## config.mk

```make
export PLATFORM = sky130hd
export DESIGN_NAME = change_dispenser
export DESIGN_NICKNAME = d
export VERILOG_FILES = /design/src/rtl/change_dispenser.sv
export SDC_FILE = /design/constraint.sdc
export NUM_CORES = 1
export LEC_CHECK = 0
export ABC_AREA = 1
export CORE_AREA = 4 4 93 95
export DETAILED_ROUTE_END_ITERATION = 7
export DIE_AREA = 0 0 97 99
export GPL_TIMING_DRIVEN = 0
export MAX_ROUTING_LAYER = met4
export PLACE_DENSITY = 0.74
export SLEW_MARGIN = 20
export SYNTH_ARGS = -nofsm -noshare
export SYNTH_HDL_FRONTEND = slang
export SYNTH_SLANG_ARGS = --single-unit
```

## constraint.sdc

```tcl
create_clock -name clk -period 4.8 [get_ports clk]
set_input_delay 0.48 -clock clk [delete_from_list [all_inputs] [get_ports clk]]
set_output_delay 0.48 -clock clk [all_outputs]
set_load 0.01 [all_outputs]
```

## src/rtl/change_dispenser.sv

```systemverilog
// Change dispenser: pays out a requested taka amount as 20/10/5 note pulses,
// largest note first, drawing on a local note inventory.
module change_dispenser #(
    parameter int unsigned PULSE_LEN = 4,
    parameter int unsigned GAP_LEN   = 4,
    parameter int unsigned INIT20    = 7,
    parameter int unsigned INIT10    = 7,
    parameter int unsigned INIT5     = 7
) (
    input  logic       clk,
    input  logic       reset,
    input  logic       start,
    input  logic [7:0] amount,
    input  logic       clear,
    input  logic       restock,
    input  logic [2:0] select,
    output logic       tk20_out,
    output logic       tk10_out,
    output logic       tk5_out,
    output logic       busy,
    output logic       done,
    output logic       fault,
    output logic [7:0] owed,
    output logic [7:0] paid,
    output logic [3:0] cnt20,
    output logic [3:0] cnt10,
    output logic [3:0] cnt5
);

    localparam int unsigned AW = 8;
    localparam int unsigned CW = 4;
    localparam int unsigned TW = 8;

    typedef enum logic [2:0] {
        S_IDLE,
        S_SELECT,
        S_PULSE_HI,
        S_PULSE_LO,
        S_DONE,
        S_FAULT
    } state_t;

    state_t          state_q, state_d;
    logic [TW-1:0]   timer_q, timer_d;
    logic [2:0]      note_q, note_d;     // one-hot {20,10,5}
    logic [AW-1:0]   owed_d, paid_d;
    logic [CW-1:0]   cnt20_d, cnt10_d, cnt5_d;
    logic            start_prev, clear_prev, restock_prev;
    logic            start_edge, clear_edge, restock_edge;
    logic            tk20_d, tk10_d, tk5_d, busy_d, done_d, fault_d;

    assign start_edge   = start & ~start_prev;
    assign clear_edge   = clear & ~clear_prev;
    assign restock_edge = restock & ~restock_prev;

    // State, datapath and registered outputs
    always_ff @(posedge clk or negedge reset) begin
        if (!reset) begin
            state_q      <= S_IDLE;
            timer_q      <= '0;
            note_q       <= '0;
            owed         <= '0;
            paid         <= '0;
            cnt20        <= CW'(INIT20);
            cnt10        <= CW'(INIT10);
            cnt5         <= CW'(INIT5);
            start_prev   <= 1'b1;
            clear_prev   <= 1'b1;
            restock_prev <= 1'b1;
            tk20_out     <= 1'b0;
            tk10_out     <= 1'b0;
            tk5_out      <= 1'b0;
            busy         <= 1'b0;
            done         <= 1'b0;
            fault        <= 1'b0;
        end else begin
            state_q      <= state_d;
            timer_q      <= timer_d;
            note_q       <= note_d;
            owed         <= owed_d;
            paid         <= paid_d;
            cnt20        <= cnt20_d;
            cnt10        <= cnt10_d;
            cnt5         <= cnt5_d;
            start_prev   <= start;
            clear_prev   <= clear;
            restock_prev <= restock;
            tk20_out     <= tk20_d;
            tk10_out     <= tk10_d;
            tk5_out      <= tk5_d;
            busy         <= busy_d;
            done         <= done_d;
            fault        <= fault_d;
        end
    end

    // Next state, datapath updates and output decode
    always_comb begin
        state_d = state_q;
        timer_d = timer_q;
        note_d  = note_q;
        owed_d  = owed;
        paid_d  = paid;
        cnt20_d = cnt20;
        cnt10_d = cnt10;
        cnt5_d  = cnt5;

        case (state_q)
            S_IDLE: begin
                if (start_edge) begin
                    owed_d  = amount;
                    paid_d  = '0;
                    state_d = S_SELECT;
                end else if (restock_edge) begin
                    case (select)
                        3'b001: if (cnt5 != 4'd15) cnt5_d = cnt5 + 4'd1;
                        3'b010: if (cnt10 != 4'd15) cnt10_d = cnt10 + 4'd1;
                        3'b100: if (cnt20 != 4'd15) cnt20_d = cnt20 + 4'd1;
                        default: ;
                    endcase
                end
            end
            S_SELECT: begin
                timer_d = '0;
                if (owed >= 8'd20 && cnt20 != 4'd0) begin
                    note_d  = 3'b100;
                    cnt20_d = cnt20 - 4'd1;
                    owed_d  = owed - 8'd20;
                    paid_d  = paid + 8'd20;
                    state_d = S_PULSE_HI;
                end else if (owed >= 8'd10 && cnt10 != 4'd0) begin
                    note_d  = 3'b010;
                    cnt10_d = cnt10 - 4'd1;
                    owed_d  = owed - 8'd10;
                    paid_d  = paid + 8'd10;
                    state_d = S_PULSE_HI;
                end else if (owed >= 8'd5 && cnt5 != 4'd0) begin
                    note_d  = 3'b001;
                    cnt5_d  = cnt5 - 4'd1;
                    owed_d  = owed - 8'd5;
                    paid_d  = paid + 8'd5;
                    state_d = S_PULSE_HI;
                end else if (owed == 8'd0) begin
                    state_d = S_DONE;
                end else begin
                    state_d = S_FAULT;
                end
            end
            S_PULSE_HI: begin
                if (timer_q == TW'(PULSE_LEN - 1)) begin
                    timer_d = '0;
                    state_d = S_PULSE_LO;
                end else begin
                    timer_d = timer_q + TW'(1);
                end
            end
            S_PULSE_LO: begin
                if (timer_q == TW'(GAP_LEN - 1)) begin
                    timer_d = '0;
                    state_d = S_SELECT;
                end else begin
                    timer_d = timer_q + TW'(1);
                end
            end
            S_DONE: state_d = S_IDLE;
            S_FAULT: begin
                if (clear_edge) state_d = S_IDLE;
            end
            default: state_d = S_IDLE;
        endcase

        // Outputs decoded from the next state so they register in step with it
        tk20_d  = (state_d == S_PULSE_HI) && note_d[2];
        tk10_d  = (state_d == S_PULSE_HI) && note_d[1];
        tk5_d   = (state_d == S_PULSE_HI) && note_d[0];
        busy_d  = (state_d == S_SELECT) || (state_d == S_PULSE_HI) || (state_d == S_PULSE_LO);
        done_d  = (state_d == S_DONE);
        fault_d = (state_d == S_FAULT);
    end

endmodule

```

# After elaboration in Yosys (flattened, before gate mapping)
# Cells that the tools add are included.
dict set report word_totals {
  reg_bits 51
  inputBits 16
  output_inout_bits 34
  word_cells 136
}
dict set report op_classes {
  addsub 13
  magnitude_cmp 3
  eq_ne 31
  n_mux 46
  bitwise 6
  reduce_logical 20
}
# operator count
set op_table {}
lappend op_table {{$mux 4} 18}
lappend op_table {{$mux 8} 9}
lappend op_table {{$pmux 8 s2} 3}
lappend op_table {{$mux 3} 11}
lappend op_table {{$pmux 4 s2} 3}
lappend op_table {{$ne 2x2->1 const B} 11}
lappend op_table {{$ne 4x4->1 const B} 4}
lappend op_table {{$eq 3x2->1 const B} 5}
lappend op_table {{$pmux 3 s5} 1}
lappend op_table {{$add 4x1->4 const B} 3}
lappend op_table {{$eq 3x3->1 const B} 4}
lappend op_table {{$reduce_bool 4->1} 3}
lappend op_table {{$sub 4x1->4 const B} 3}
lappend op_table {{$eq 3x1->1 const B} 3}
lappend op_table {{$add 8x1->8 const B} 1}
lappend op_table {{$add 8x3->8 const B} 1}
lappend op_table {{$add 8x4->8 const B} 1}
lappend op_table {{$add 8x5->8 const B} 1}
lappend op_table {{$eq 8x2->1 const B} 1}
lappend op_table {{$ge 8x3->1 const B} 1}
lappend op_table {{$ge 8x4->1 const B} 1}
lappend op_table {{$ge 8x5->1 const B} 1}
lappend op_table {{$logic_not 8->1} 1}
lappend op_table {{$reduce_and 8->1} 1}
lappend op_table {{15 further kinds} 28}

# Depth between registers and ports, before layout
dict set report logic_depth {
  depth_word 9
  depth_mapped 14
  depth_no_buf 14
}

# Least setup slack after synthesis
# No wires, ideal clock.
dict set report synth_timing {
  kind {reg2reg}
  from {reg state_q[1]}
  to {reg cnt20[3]}
  setup_time_ps 79
  arrival_time_ps 2069
  required_time_ps 4721
  path_slack_ps 2652
  stages_incl_launch_ff 12
  n_path_buf 2
  synth_period_minus_slack_ps 2148
  path_cell_list {dfrtp_1 -> nor2_1 -> nand2_1 -> inv_1 -> buf_2 -> buf_2 -> ha_1 -> a21oi_1 -> nand2_1 -> xor2_1 -> nor2_1 -> xor2_1}
}
dict set report synth_between {
  elab_chain_len 3
  elab_cells_between_ends 10
  classes_between {6 x eq/ne; 1 x mux; 3 x reduce/logical}
}
# element line_no
set synth_lines {}
lappend synth_lines {{start, declared} 43} ;# state_t state_q, state_d;
lappend synth_lines {{start signal, assigned} 77} ;# state_q <= state_d;
lappend synth_lines {{$eq 3x1->1 / $logic_not 3->1 (equally long branches)} 108} ;# case (state_q)
lappend synth_lines {{$ne 2x2->1 (no line) (tied with other cells)} --}
lappend synth_lines {{$reduce_and 6->1 (no line)} --}
lappend synth_lines {{end signal, assigned} 64} ;# cnt20 <= CW'(INIT20);
lappend synth_lines {{end signal, assigned} 82} ;# cnt20 <= cnt20_d;
lappend synth_lines {{end, declared} 25} ;# output logic [3:0] cnt20,
# Parallel ways exist; a longest one is shown, timed or not.
# A chain may end at the register's enable or synchronous reset.

# Worst setup path in the final report
# Ends and elaborated chain as after synthesis.

==> impl_metrics.py <==
metrics = {
    "place": {
        "port_buffers": 49,
        "gp_congestion": 0.937,
        "pre_cts_slack_ns": 2.20,
        "dp.final_hpwl_um": 7400,
    },
    "critical_path": {
        "worstPathMaxFanout": 15,
        "crit_slowest_cell": "sky130_fd_sc_hd__dfrtp_1",
        "worst_setup_path_startpoint": "state_q[1]",
        "crit_cells": 11,
        "critical_path_required_ns": 5.04,
        "capture_point_of_the_worst_path": "cnt20[3]",
        "worst_setup_path_end_kind": "flip-flop",
        "timing.rr.end": "cnt20[3]",
        "worst_r2r_path_depth": 11,
        "path_buf_inv": 3,
        "critical_path_class": "flip-flop to flip-flop",
        "r2r_setup_slack_ns": 2.19,
        "max_stage_delay_ns": 0.41,
        "worstPathArrival_ns": 2.84,
        "worstReg2RegStart": "state_q[1]",
        "critical_path.top_delay_family": "buffers and inverters",
        "path_cells": "nor2_1 -> nand2_1 -> inv_1 -> buf_2 -> buf_2 -> ha_1 -> a21oi_1 -> nand2_1 -> xor2_1 -> nor2_1 -> xor2_1",
        "setup.worst_path.start_class": "flip-flop",
    },
    "route": {
        "drt-wirelength-per-cell_um": 13.8,
        "via_per_inst": 5.21,
        "drt_iter0_drc": 211,
        "drc": 0,
        "detailroute.via_count": 3757,
        "drt-total-wl_um": 9920,
        "antenna_violating_nets_post_route": 0,
        "drt-pass1-iter-count": 5,
    },
    "cts": {
        "cts.repair_timing.setup_buffer_count": 0,
        "clock_insertion_delay_worst_skew_ns": 0.31,
        "cts_tree": "built",
        "cts.sink_count": 51,
        "htree_levels": 2,
        "cts.reportedPaths.clkPinSlew_ns": 0.11,
        "holdBufCountCts": 0,
        "cts-root-to-sink-buffers": 2,
        "cts_inserted_buffers": 5,
        "cts.repair.resized": 0,
        "clockRootBuffer": "sky130_fd_sc_hd__clkbuf_8",
    },
    "final_layout": {
        "commonest_cells_after_routing_fill_and_taps_aside": "sky130_fd_sc_hd__nand2_1, sky130_fd_sc_hd__inv_1, sky130_fd_sc_hd__nor2_1, sky130_fd_sc_hd__clkdlybuf4s50_1, sky130_fd_sc_hd__nand3_1",
        "area.growth.synth_to_final_pct": 17.9,
        "final_common_cell": "sky130_fd_sc_hd__nand2_1",
        "n_antenna_cell": 0,
        "layout.nets": 661,
        "postLayoutCoreUtil": 0.602,
        "fill_cells": 738,
        "post_route_cells_drive_above_1_share": 0.0856,
    },
    "floorplanning": {
        "die_y_um": 99,
        "die_area_mm2": 0.00960,
        "start_util": 0.511,
        "count_of_pins_on_the_block_boundary": 50,
        "die_w_um": 97,
        "placementRows": 32,
        "floorplan.core_area_mm2": 0.00773,
    },
    "global_routing": {
        "antenna_found_initial": 0,
        "grt_max_degree": 52,
        "via_count_of_the_first_global_routing_pass": 3646,
        "leftover_overflow_at_the_end_of_global_routing": 0,
        "grt_usage": 0.217,
        "grt_first_pass_wirelength_um": 17000,
    },
    "sta": {
        "max_clock_freq_mhz": 384,
        "finalCritPeriodShare": 0.543,
        "finalSetupViolations": 0,
        "setup-tns-final_ns": 0,
        "clock-skew-final_ns": 0.00790,
        "final_period_minus_worst_setup_slack_ns": 2.61,
        "min_setup_slack_post_route_ns": 2.19,
        "slew_violations": 0,
        "max_slew.worst_pin.slew_ns": 0.654,
        "maxSlewHeadroom": 0.564,
        "rsz0062_at_grt": "false",
        "hold_viol_final": 0,
    },
    "synth": {
        "yosys_warnings": 0,
        "synthesis.area_per_instance_um2": 7.02,
        "post-synth-top-area-cell": "sky130_fd_sc_hd__dfrtp_1",
        "netlist.area_leader.share": 0.247,
        "syn-instance-count": 562,
        "synthesis.nets": 605,
        "synth.top_cells.by_area": "sky130_fd_sc_hd__dfrtp_1, sky130_fd_sc_hd__nand2_1, sky130_fd_sc_hd__dfstp_2, sky130_fd_sc_hd__ha_1, sky130_fd_sc_hd__inv_1",
        "yosys_register_bits": 51,
        "portion_of_the_post_synthesis_area_used_by_sequential_elements": 0.327,
        "yosys.cell_types.count": 33,
        "post_synth_instance_area_mm2": 0.00395,
    },
    "power": {
        "power.ir.vdd_worst_uv": 264,
        "p_leak_nw": 2.28,
        "power_density_mw_per_mm2": 588,
    },
    "outcome": {
        "result_of_the_run": "finished clean",
    },
    "flow_run": {
        "max_cap_viol_count": 0,
    },
    "worst_hold_path": {
        "min-delay-path-class": "input pin to asynchronous set/reset pin",
    },
}
Yosys cell counts:
library cell	n
sky130_fd_sc_hd__nand2_1	164
sky130_fd_sc_hd__inv_1	63
sky130_fd_sc_hd__nor2_1	60
sky130_fd_sc_hd__nand3_1	40
sky130_fd_sc_hd__dfrtp_1	39
sky130_fd_sc_hd__o21ai_0	30
sky130_fd_sc_hd__xor2_1	25
sky130_fd_sc_hd__ha_1	24
sky130_fd_sc_hd__a21oi_1	15
sky130_fd_sc_hd__nand4_1	13
sky130_fd_sc_hd__dfstp_2	12
sky130_fd_sc_hd__o21ai_1	12
sky130_fd_sc_hd__nor3_1	11
sky130_fd_sc_hd__buf_2	8
sky130_fd_sc_hd__xnor2_1	6
sky130_fd_sc_hd__buf_4	4
sky130_fd_sc_hd__inv_2	4
sky130_fd_sc_hd__nor2_2	4
sky130_fd_sc_hd__o22ai_1	4
sky130_fd_sc_hd__fa_1	3
sky130_fd_sc_hd__nand2_4	3
sky130_fd_sc_hd__nor2_4	3
sky130_fd_sc_hd__o211ai_1	3
sky130_fd_sc_hd__clkbuf_1	2
sky130_fd_sc_hd__nand3_2	2
sky130_fd_sc_hd__a22o_1	1
sky130_fd_sc_hd__a22oi_1	1
sky130_fd_sc_hd__a31oi_1	1
sky130_fd_sc_hd__buf_6	1
sky130_fd_sc_hd__nand2_2	1
sky130_fd_sc_hd__nand3b_1	1
sky130_fd_sc_hd__o21bai_4	1
sky130_fd_sc_hd__or2_2	1
flip-flops by register name, summed over array words and instances (netlist names), 3 cells and up:
name / cells
cnt10: 4
cnt20: 4
cnt5: 4
note_q: 3
owed: 8
paid: 8
state_q: 3
timer_q: 8
cell families (layout without fill, tap and decap cells):
family,after synthesis,in the layout,share of synthesized area
xor gates and xnor gates,31,31,0.0688
adders and majority gates,27,27,0.0913
and+or+nand+nor,303,303,0.332
DFF,51,51,0.327
buffers and inverters,82,139,0.0862
AOI/OAI and AO/OA,68,68,0.0948
power breakdown:
group	total (W)	switching (W)	internal, W
logic	0.00167	0.000990	0.000683
registers	0.000800	0.000193	0.000607
clock network	0.000263	0.000157	0.000106
layer usage:
layer,vias up,share of wire,track usage
li1,1900,-,-
met5,-,0,-
met4,0,0.015,0.0562
met3,15,0.051,0.0333
met1,1747,0.46,0.285
met2,95,0.48,0.353
final cells by class:
class | count | area (µm²) | share of cell area
buffer | 15 | 88.8 | 0.0191
clock buffer | 5 | 68.8 | 0.0148
clock inverter | 3 | 22.5 | 0.00484
inverter | 67 | 251 | 0.0540
multi-input combinational | 429 | 2320 | 0.498
sequential | 51 | 1290 | 0.277
tap | 102 | 128 | 0.0274
timing repair buffer | 49 | 488 | 0.105
per-stage QoR:
stage	hold WS, ns	std cells	cell area (µm²)	power [W]
2_1_floorplan	0.184	562	3950	0.00192
3_3_place_gp	0.470	713	4570	0.00243
3_5_place_dp	0.500	713	4560	0.00247
4_1_cts	0.209	721	4650	0.00274
5_1_grt	0.231	721	4650	0.00301
6_report	0.191	721	4650	0.00274
worst min-delay path by stage:
stage / startpoint / end / slack (ns) / cells after the start
after floorplan: reset / busy / 0.18 / 0
after global placement: note_q[2] / note_q[2] / 0.47 / 2
after detailed placement: note_q[2] / note_q[2] / 0.50 / 2
after CTS: reset / fault / 0.21 / 1
after global routing: reset / cnt5[3] / 0.23 / 1
final: reset / owed[0] / 0.19 / 1
Note: power is estimated with default switching activity, not from simulation.
